## src/rtl/dmem_arb2_pkg.sv

```systemverilog
// Shared definitions for the two-master data-memory arbiter: bus field widths,
// master indices, the forwarded request bundle and the outstanding-counter width.
package dmem_arb2_pkg;

  localparam int ADDR_W = 32;
  localparam int DATA_W = 32;
  localparam int BE_W   = 4;

  localparam logic M0 = 1'b0;
  localparam logic M1 = 1'b1;

  typedef struct packed {
    logic [ADDR_W-1:0] addr;
    logic [DATA_W-1:0] data;
    logic [BE_W-1:0]   wr;
    logic              rd;
    logic              burst;
  } bus_req_t;

  // Bits needed to hold 0..max_out inclusive.
  function automatic int cnt_w(input int max_out);
    return $clog2(max_out + 1);
  endfunction

endpackage

```

## src/rtl/dmem_outstanding_cnt.sv

```systemverilog
// Up/down saturating count of accepted-but-unacked bus accesses, with full/zero
// flags and detection of acks that arrive while nothing is outstanding.
module dmem_outstanding_cnt
  import dmem_arb2_pkg::*;
#(
  parameter int unsigned MAX = 4
) (
  input  logic clk,
  input  logic rst_n,
  input  logic inc,
  input  logic ack,
  output logic zero,
  output logic full,
  output logic ack_ok,
  output logic stray
);

  localparam int CNT_W = cnt_w(int'(MAX));

  logic [CNT_W-1:0] cnt_q;

  assign zero   = (cnt_q == '0);
  assign full   = (cnt_q == CNT_W'(MAX));
  assign ack_ok = ack & ~zero;
  assign stray  = ack & zero;

  // An accept and a valid ack in the same cycle cancel; a stray ack never decrements.
  // NOTE: sequential state uses non-blocking assignments so every flop samples pre-edge values.
  always_ff @(posedge clk or negedge rst_n) begin
    if (!rst_n) begin
      cnt_q <= '0;
    end else if (inc && !ack_ok && !full) begin
      cnt_q <= cnt_q + CNT_W'(1);
    end else if (!inc && ack_ok) begin
      cnt_q <= cnt_q - CNT_W'(1);
    end
  end

endmodule

```

## src/rtl/dmem_arb2.sv

```systemverilog
// Round-robin arbiter between two masters and one shared data-memory bus; the
// grant is held across bursts and while accesses are outstanding.
module dmem_arb2
  import dmem_arb2_pkg::*;
#(
  parameter int unsigned MAX_OUTSTANDING = 4
) (
  input  logic              clk_i,
  input  logic              rst_i,
  input  logic [ADDR_W-1:0] m0_addr_i,
  input  logic [DATA_W-1:0] m0_data_i,
  output logic [DATA_W-1:0] m0_data_o,
  input  logic [BE_W-1:0]   m0_wr_i,
  input  logic              m0_rd_i,
  input  logic              m0_burst_i,
  output logic              m0_accept_o,
  output logic              m0_ack_o,
  input  logic [ADDR_W-1:0] m1_addr_i,
  input  logic [DATA_W-1:0] m1_data_i,
  output logic [DATA_W-1:0] m1_data_o,
  input  logic [BE_W-1:0]   m1_wr_i,
  input  logic              m1_rd_i,
  input  logic              m1_burst_i,
  output logic              m1_accept_o,
  output logic              m1_ack_o,
  output logic [ADDR_W-1:0] out_addr_o,
  output logic [DATA_W-1:0] out_data_o,
  input  logic [DATA_W-1:0] out_data_i,
  output logic [BE_W-1:0]   out_wr_o,
  output logic              out_rd_o,
  output logic              out_burst_o,
  input  logic              out_accept_i,
  input  logic              out_ack_i,
  output logic              busy_o,
  output logic              err_o
);

  bus_req_t m0_req, m1_req, sel_req, fwd_req;
  logic     m0_valid, m1_valid, sel_valid;
  logic     owner_q, last_q, burst_lock_q, err_q;
  logic     sel, lock, throttle, acc;
  logic     cnt_zero, cnt_full, ack_ok, stray;

  assign m0_req   = '{addr: m0_addr_i, data: m0_data_i, wr: m0_wr_i, rd: m0_rd_i, burst: m0_burst_i};
  assign m1_req   = '{addr: m1_addr_i, data: m1_data_i, wr: m1_wr_i, rd: m1_rd_i, burst: m1_burst_i};
  assign m0_valid = m0_rd_i | (|m0_wr_i);
  assign m1_valid = m1_rd_i | (|m1_wr_i);

  assign lock     = ~cnt_zero | burst_lock_q;
  assign throttle = cnt_full & ~out_ack_i;

  // NOTE: every signal written in always_comb gets a default first, so no path infers a latch.
  always_comb begin
    sel = owner_q;
    if (!lock) begin
      if (m0_valid && !m1_valid)      sel = M0;
      else if (m1_valid && !m0_valid) sel = M1;
      else if (m0_valid && m1_valid)  sel = ~last_q;
    end
  end

  assign sel_req   = (sel == M1) ? m1_req : m0_req;
  assign sel_valid = (sel == M1) ? m1_valid : m0_valid;
  assign acc       = out_accept_i & sel_valid & ~throttle;

  // Idle masters drive nothing onto the bus; a full window masks only the strobes.
  always_comb begin
    fwd_req = '0;
    if (sel_valid) begin
      fwd_req = sel_req;
      if (throttle) begin
        fwd_req.rd = 1'b0;
        fwd_req.wr = '0;
      end
    end
  end

  assign out_addr_o  = fwd_req.addr;
  assign out_data_o  = fwd_req.data;
  assign out_wr_o    = fwd_req.wr;
  assign out_rd_o    = fwd_req.rd;
  assign out_burst_o = fwd_req.burst;

  assign m0_accept_o = acc & (sel == M0);
  assign m1_accept_o = acc & (sel == M1);

  // Responses follow the registered owner, which cannot change while accesses are in flight.
  assign m0_ack_o  = ack_ok & (owner_q == M0);
  assign m1_ack_o  = ack_ok & (owner_q == M1);
  assign m0_data_o = (owner_q == M0) ? out_data_i : '0;
  assign m1_data_o = (owner_q == M1) ? out_data_i : '0;

  assign busy_o = lock;
  assign err_o  = err_q;

  dmem_outstanding_cnt #(
    .MAX (MAX_OUTSTANDING)
  ) u_cnt (
    .clk    (clk_i),
    .rst_n  (rst_i),
    .inc    (acc),
    .ack    (out_ack_i),
    .zero   (cnt_zero),
    .full   (cnt_full),
    .ack_ok (ack_ok),
    .stray  (stray)
  );

  // last resets to m1 so that m0 wins the first contest.
  always_ff @(posedge clk_i or negedge rst_i) begin
    if (!rst_i) begin
      owner_q      <= M0;
      last_q       <= M1;
      burst_lock_q <= 1'b0;
      err_q        <= 1'b0;
    end else begin
      if (acc) begin
        owner_q      <= sel;
        last_q       <= sel;
        burst_lock_q <= sel_req.burst;
      end
      if (stray) err_q <= 1'b1;
    end
  end

endmodule

```

## config.mk

```make
export PLATFORM = sky130hd
export DESIGN_NAME = dmem_arb2
export DESIGN_NICKNAME = d
export VERILOG_FILES = /design/src/rtl/dmem_arb2_pkg.sv /design/src/rtl/dmem_outstanding_cnt.sv /design/src/rtl/dmem_arb2.sv
export SDC_FILE = /design/constraint.sdc
export NUM_CORES = 1
export LEC_CHECK = 0
export BUFFER_PORTS_ARGS = -buffer_cell sky130_fd_sc_hd__buf_2
export CAP_MARGIN = 15
export CELL_PAD_IN_SITES_DETAIL_PLACEMENT = 1
export CELL_PAD_IN_SITES_GLOBAL_PLACEMENT = 2
export CORE_MARGIN = 4
export CORE_UTILIZATION = 11
export CTS_CLUSTER_SIZE = 28
export DETAILED_ROUTE_END_ITERATION = 6
export PLACE_DENSITY_LB_ADDON = 0.1
export SYNTH_ARGS = -nofsm -noshare
export SYNTH_HDL_FRONTEND = slang
export SYNTH_SLANG_ARGS = --single-unit
```

## constraint.sdc

```tcl
create_clock -name clk_i -period 4.7 [get_ports clk_i]
set_input_delay 0.705 -clock clk_i [delete_from_list [all_inputs] [get_ports clk_i]]
set_output_delay 0.705 -clock clk_i [all_outputs]
set_load 0.005 [all_outputs]
```

### After elaboration in Yosys (flattened, before gate mapping)

Index checks and enable logic that the tools add are counted.

| storage, ports and cells | value |
|---|---|
| memory bits (writable) | 0 |
| bits in latches | 0 |
| output and inout bits | 140 |
| bits of input ports | 176 |
| register bits | 7 |
| bits in read-only memories | 0 |
| memories kept | 0 |

| cells by class | value |
|---|---|
| reduce and logical (&&, ||, !) cells | 15 |
| shift-type cells | 0 |
| add/subtract/negate cells | 2 |
| div/mod/pow operators | 0 |
| eq/ne operators | 1 |
| multipliers | 0 |
| $lt $le $gt $ge | 0 |
| bitwise operators | 18 |
| multiplexer cells | 12 |

Operator list:

| operator | count |
|---|---|
| 70-bit 2-to-1 mux | 2 |
| 32-bit 2-to-1 mux | 2 |
| 1-bit bitwise AND | 9 |
| 4-bit OR reduction | 2 |
| 1-bit logical AND | 6 |
| 3-bit 2-to-1 mux | 2 |
| 1-bit NOT | 6 |
| 1-bit zero test | 5 |
| 1-bit 2-to-1 mux | 5 |
| 5-bit 2-to-1 mux | 1 |
| 3-bit by 1-bit adder with 3-bit output (second input constant) | 1 |
| 3-bit equality test (second input constant) | 1 |
| 3-bit zero test | 1 |
| 1-bit OR | 3 |
| 3-bit by 1-bit subtractor with 3-bit output (second input constant) | 1 |
| 2-bit nonzero test | 1 |

### Longest topological paths before layout

| depth | value |
|---|---|
| word-level depth | 14 |
| mapped depth | 11 |
| mapped depth without buffers | 8 |

### Cells and area by module

From an unflattened synthesis, not the netlist that was laid out.

| second synthesis, totals | value |
|---|---|
| cells, all modules | 376 |
| area, all modules | 2090.8 um^2 |

Modules (own cells, without submodules):

| module | instances | cells each | area an instance (um^2) |
|---|---|---|---|
| dmem_arb2 | 1 | 337 | 1760.4 |
| dmem_outstanding_cnt | 1 | 39 | 330.3 |

### Least setup slack after synthesis

OpenSTA, ideal clock, no wires.

| path | value |
|---|---|
| kind | input -> output |
| start point | input m0_wr_i[1] |
| end point | output out_addr_o[21] |
| buffers on the path | 3 |
| slack | 1679 ps |
| stages on the path | 8 |
| arrival time | 2316 ps |
| path through | or2_2 -> nor4_2 -> o32a_1 -> buf_2 -> buf_2 -> buf_4 -> nand2_1 -> a21oi_1 |

| between the ends | value |
|---|---|
| word-level cells in the longest chain between the ends | 9 |

Ends and longest elaborated chain:

| what | RTL line | RTL |
|---|---|---|
| start, declared | dmem_arb2.sv:13 | `input logic [BE_W-1:0] m0_wr_i,` |
| 4-bit OR reduction * | dmem_arb2.sv:46 | `assign m0_valid = m0_rd_i \| (\|m0_wr_i);` |
| 1-bit OR * | dmem_arb2.sv:46 |  |
| 1-bit logical AND / 1-bit zero test (equally long branches) | dmem_arb2.sv:58, dmem_arb2.sv:57 |  |
| 1-bit 2-to-1 mux / 1-bit logical AND (equally long branches) | dmem_arb2.sv:58, dmem_arb2.sv:57 |  |
| 1-bit 2-to-1 mux | dmem_arb2.sv:57 | `else if (m1_valid && !m0_valid) sel = M1;` |
| 1-bit 2-to-1 mux | dmem_arb2.sv:56 | `if (m0_valid && !m1_valid) sel = M0;` |
| 1-bit 2-to-1 mux | dmem_arb2.sv:55 | `if (!lock) begin` |
| 70-bit 2-to-1 mux / 1-bit 2-to-1 mux (equally long branches) | dmem_arb2.sv:62, dmem_arb2.sv:63 |  |
| 70-bit 2-to-1 mux * | dmem_arb2.sv:69 | `if (sel_valid) begin` |
| end, declared | dmem_arb2.sv:26 | `output logic [ADDR_W-1:0] out_addr_o,` |

Mark *: on every way between the ends. The rest lies on a longest branch, timed or not.

### Final worst setup path

| path | value |
|---|---|
| start point | register u_cnt.cnt_q[0] |
| end point | output out_data_o[18] |

| between the ends | value |
|---|---|
| word-level cells in the longest chain between the ends | 6 |

Ends and longest elaborated chain:

| what | RTL line | RTL |
|---|---|---|
| start, declared | dmem_outstanding_cnt.sv:20 | `logic [CNT_W-1:0] cnt_q;` |
| start signal, assigned | dmem_outstanding_cnt.sv:33 | `cnt_q <= cnt_q + CNT_W'(1);` |
| start signal, assigned | dmem_outstanding_cnt.sv:35 | `cnt_q <= cnt_q - CNT_W'(1);` |
| 3-bit zero test * | dmem_outstanding_cnt.sv:22 | `assign zero = (cnt_q == '0);` |
| 1-bit NOT * | dmem_arb2.sv:49 | `assign lock = ~cnt_zero \| burst_lock_q;` |
| 1-bit OR * | dmem_arb2.sv:49 |  |
| 1-bit 2-to-1 mux * | dmem_arb2.sv:55 |  |
| 70-bit 2-to-1 mux / 1-bit 2-to-1 mux (equally long branches) | dmem_arb2.sv:62, dmem_arb2.sv:63 |  |
| 70-bit 2-to-1 mux * | dmem_arb2.sv:69 |  |
| end, declared | dmem_arb2.sv:27 | `output logic [DATA_W-1:0] out_data_o,` |

Marked as above.

==> qor.csv <==
stage,metric,value,unit
pwr,pwr-share-comb,81.6,%
pwr,p_leak,2.165,nW
placed_design,io_buffers,315,
detailed_routing,ant_nets,0,
detailed_routing,wl_met1,5.042,mm
cts,root_buffer,clkbuf_16,
worst_setup_path,critPathCaptureType,output pin,
pwr,switchingPower,0.0007513,W
placed_design,dp_hpwl,11.79,mm
detailed_routing,dr_wl_met2,7.257,mm
detailed_routing,met3WireLength,1.531,mm
logic_synthesis,syn_nets,552,
logic_synthesis,async_flop_share,100.0,%
worst_setup_path,critPathArrivalTime,3020,ps
worst_setup_path,cp_max_fo,36,
sta,slew_headroom,51.67,%
logic_synthesis,synth_area_per_cell,5.399,um2
pwr,max-vdd-ir-drop,0.0001795,V
global_routing,grt_usage,11.93,%
global_routing,grt_max_degree,67,
worst_setup_path,reg2regPathDepth,5,
detailed_routing,wl_per_cell,15.57,um
detailed_routing,drc,0,
sta,drv_slew,0,
worst_setup_path,worstPathRequired,3990,ps
global_routing,overflow,0,
sta,setup_viol,0,
pwr,power.share.sequential,8.7,%
final_layout,fin_nets,843,
cts,post-cts-setup-buffers,0,
cts,clk_latency,230,ps
final_layout,multi_input_area,1709,um2
pwr,swShare,50.19,%
floorplanning,die-width,143.7,um
sta,min_period,3720,ps
final_layout,syn2layout_area_growth,92.95,%
logic_synthesis,yosysUniqueCellTypes,43,
logic_synthesis,synth_edf_count,0,
cts,ctsResizeCount,0,
cts,htree_levels,1,
cts,clk_path_buf_depth,2,
flow_run,cap_violations,0,
global_routing,antenna_found_initial,0,
logic_synthesis,yosys_warnings,0,
detailed_routing,via_per_inst,4.084,
sta,min_period_over_period,79.15,%
floorplanning,rows,49,
worst_setup_path,crit_slowest_cell,o32a_2,
sta,fmax,0.2688,GHz
floorplanning,die_h,143.7,um
logic_synthesis,synth.ff_latch_count,7,
worst_setup_path,crit_type,reg -> out,
logic_synthesis,synthCells,375,
global_routing,grt_pass1_wl,19.74,mm
pwr,power_density,383.2,nW/um2
floorplanning,pin_count,316,
cts,cts_sinks,7,
cts,tritoncts,done,
final_layout,regArea,177.7,um2
floorplanning,initial_core_util,11.23,%
placed_design,globalplace.congestion,0.7469,
pwr,p_clk_share,9.7,%
global_routing,grt_pass1_vias,3746,
placed_design,postPlaceCellArea,3825,um2
status,status,completed,
final_layout,nFillCells,2389,
floorplanning,dieArea,20640,um2
cts,hold_buffers,0,
detailed_routing,drtPass1Iterations,4,
sta,hold_violations,0,
worst_setup_path,crit_chain,nor3_2 > nand2b_1 > nor2_1 > o32a_2 > buf_12 > nand2_1 > a21oi_1 > buf_2,
sta,worst_pin_slew,724.9,ps
worst_setup_path,crit_path_start_kind,register,
detailed_routing,top_layer,met4,
worst_setup_path,max_stage_delay,690,ps
sta,tns,0,ps
min_path,hp-class,in -> async,
final_layout,fin_area,3906,um2
detailed_routing,drtIter0Drc,69,
sta,rsz0062_at_grt,no,
detailed_routing,wl,13.93,mm
pwr,intPower,0.0007456,W
logic_synthesis,synth_flop_cell,dfrtp_1,
detailed_routing,vias,3655,
sta,clock_skew,1.432,ps
floorplanning,coreArea,18020,um2
final_layout,drive_gt1_share,50.83,%
cts,numCtsBuffers,3,
logic_synthesis,ys_seq_area_share,8.714,%
logic_synthesis,synth_area,2024,um2
cts,clk_pin_slew,40,ps
## flip-flops by register name, indices dropped and copies added, names as in the netlist
name and count:
last_q 1, burst_lock_q 1, owner_q 1, err_o 1, u_cnt.cnt_q 3
## path summary, 6_finish.rpt
kind                                             from                  end  slack (ps)
hold reg to reg                     err_o$_DFFE_PN0P_    err_o$_DFFE_PN0P_         450
min in group clk_i                  err_o$_DFFE_PN0P_    err_o$_DFFE_PN0P_         450
setup / recovery           u_cnt.cnt_q[0]$_DFFE_PN0P_       out_data_o[18]         980
hold / removal                                  rst_i    err_o$_DFFE_PN0P_         310
max in group asynchronous                       rst_i   last_q$_DFFE_PN1N_        4160
setup reg to reg           u_cnt.cnt_q[0]$_DFFE_PN0P_  owner_q$_DFFE_PN0N_        2060
## cells by family after synthesis
logic type,count (synthesis),share of synthesized area (%)
adders and majority gates,1,0.9889
muxes,2,0.9889
and+or+nand+nor,242,57.23
AOI/OAI and AO/OA,88,25.03
buffers and inverters,35,7.046
DFF,7,8.715
## layer usage
layer / GRT usage [%] / vias to the layer above
li1: - / 1801
met2: 23.50 / 200
met5: 0 / -
met3: 3.295 / 7
met4: 1.982 / 0
met1: 12.72 / 1647
## power by group through the flow
stage	sequential, W	combinational [W]	clock, W
after global placement	0.000131	0.00125	0
after detailed placement	0.000131	0.00126	0
final	0.000130	0.00122	0.000146
after CTS	0.000130	0.00127	0.000149
after global routing	0.000137	0.00139	0.000152
after floorplan	0.000103	0.000697	0
## per-stage QoR
step | setup WS, ps | total power (W) | hold slack, ps | std cells | util, %
floorplan | 1679 | 0.0008001 | 409.4 | 375 | -
global placement | 969.7 | 0.001385 | 441.4 | 890 | 21.22
detailed placement | 914.6 | 0.001393 | 456.3 | 890 | 21.22
CTS | 912.2 | 0.001546 | 308.5 | 894 | 21.66
global route | 718.4 | 0.001679 | 312.7 | 894 | 21.66
finish | 980.0 | 0.001497 | 306.1 | 895 | 21.67
## final cells by class
class                      instances  area share (%)
inverter                           2          0.1922
tap                              229           7.335
antenna                            1         0.06406
timing repair buffer             319           42.09
sequential                         7           4.548
clock buffer                       4           2.018
multi-input combinational        333           43.75
## worst max-delay path, delay by kind of cell, from the launching register on
family                 cells  cell delay [ps]
DFF                        1              510
and+or+nand+nor            4              990
AOI/OAI and AO/OA          2              840
buffers and inverters      2              420
## Yosys cell counts (all sizes together) (3+ instances only)
cell type	number	area [um2]
nand3	4	20.02
buf	12	56.31
o21ai	5	28.77
nor3	4	25.02
and2	32	200.2
a21oi	70	354.1
a21o	4	30.03
or4	3	26.27
dfrtp	6	150.1
clkbuf	21	78.83
nor2	8	40.04
nor2b	32	200.2
nand2	146	550.5
## cells in the final DEF (no fill, tap or decap), types with 3 or more instances in the layout
| cell | netlist | final |
|---|---|---|
| buf_2 | 6 | 315 |
| nand3_1 | 4 | 4 |
| clkbuf_16 | 0 | 3 |
| nor2_1 | 6 | 6 |
| a21oi_1 | 69 | 69 |
| nand2_1 | 145 | 144 |
| nor2b_1 | 32 | 32 |
| nor3_1 | 3 | 3 |
| dfrtp_1 | 6 | 5 |
| buf_12 | 0 | 3 |
| o21ai_0 | 3 | 3 |
| a21o_1 | 4 | 4 |
| and2_1 | 32 | 32 |
Note: power is estimated with default switching activity, not from simulation.
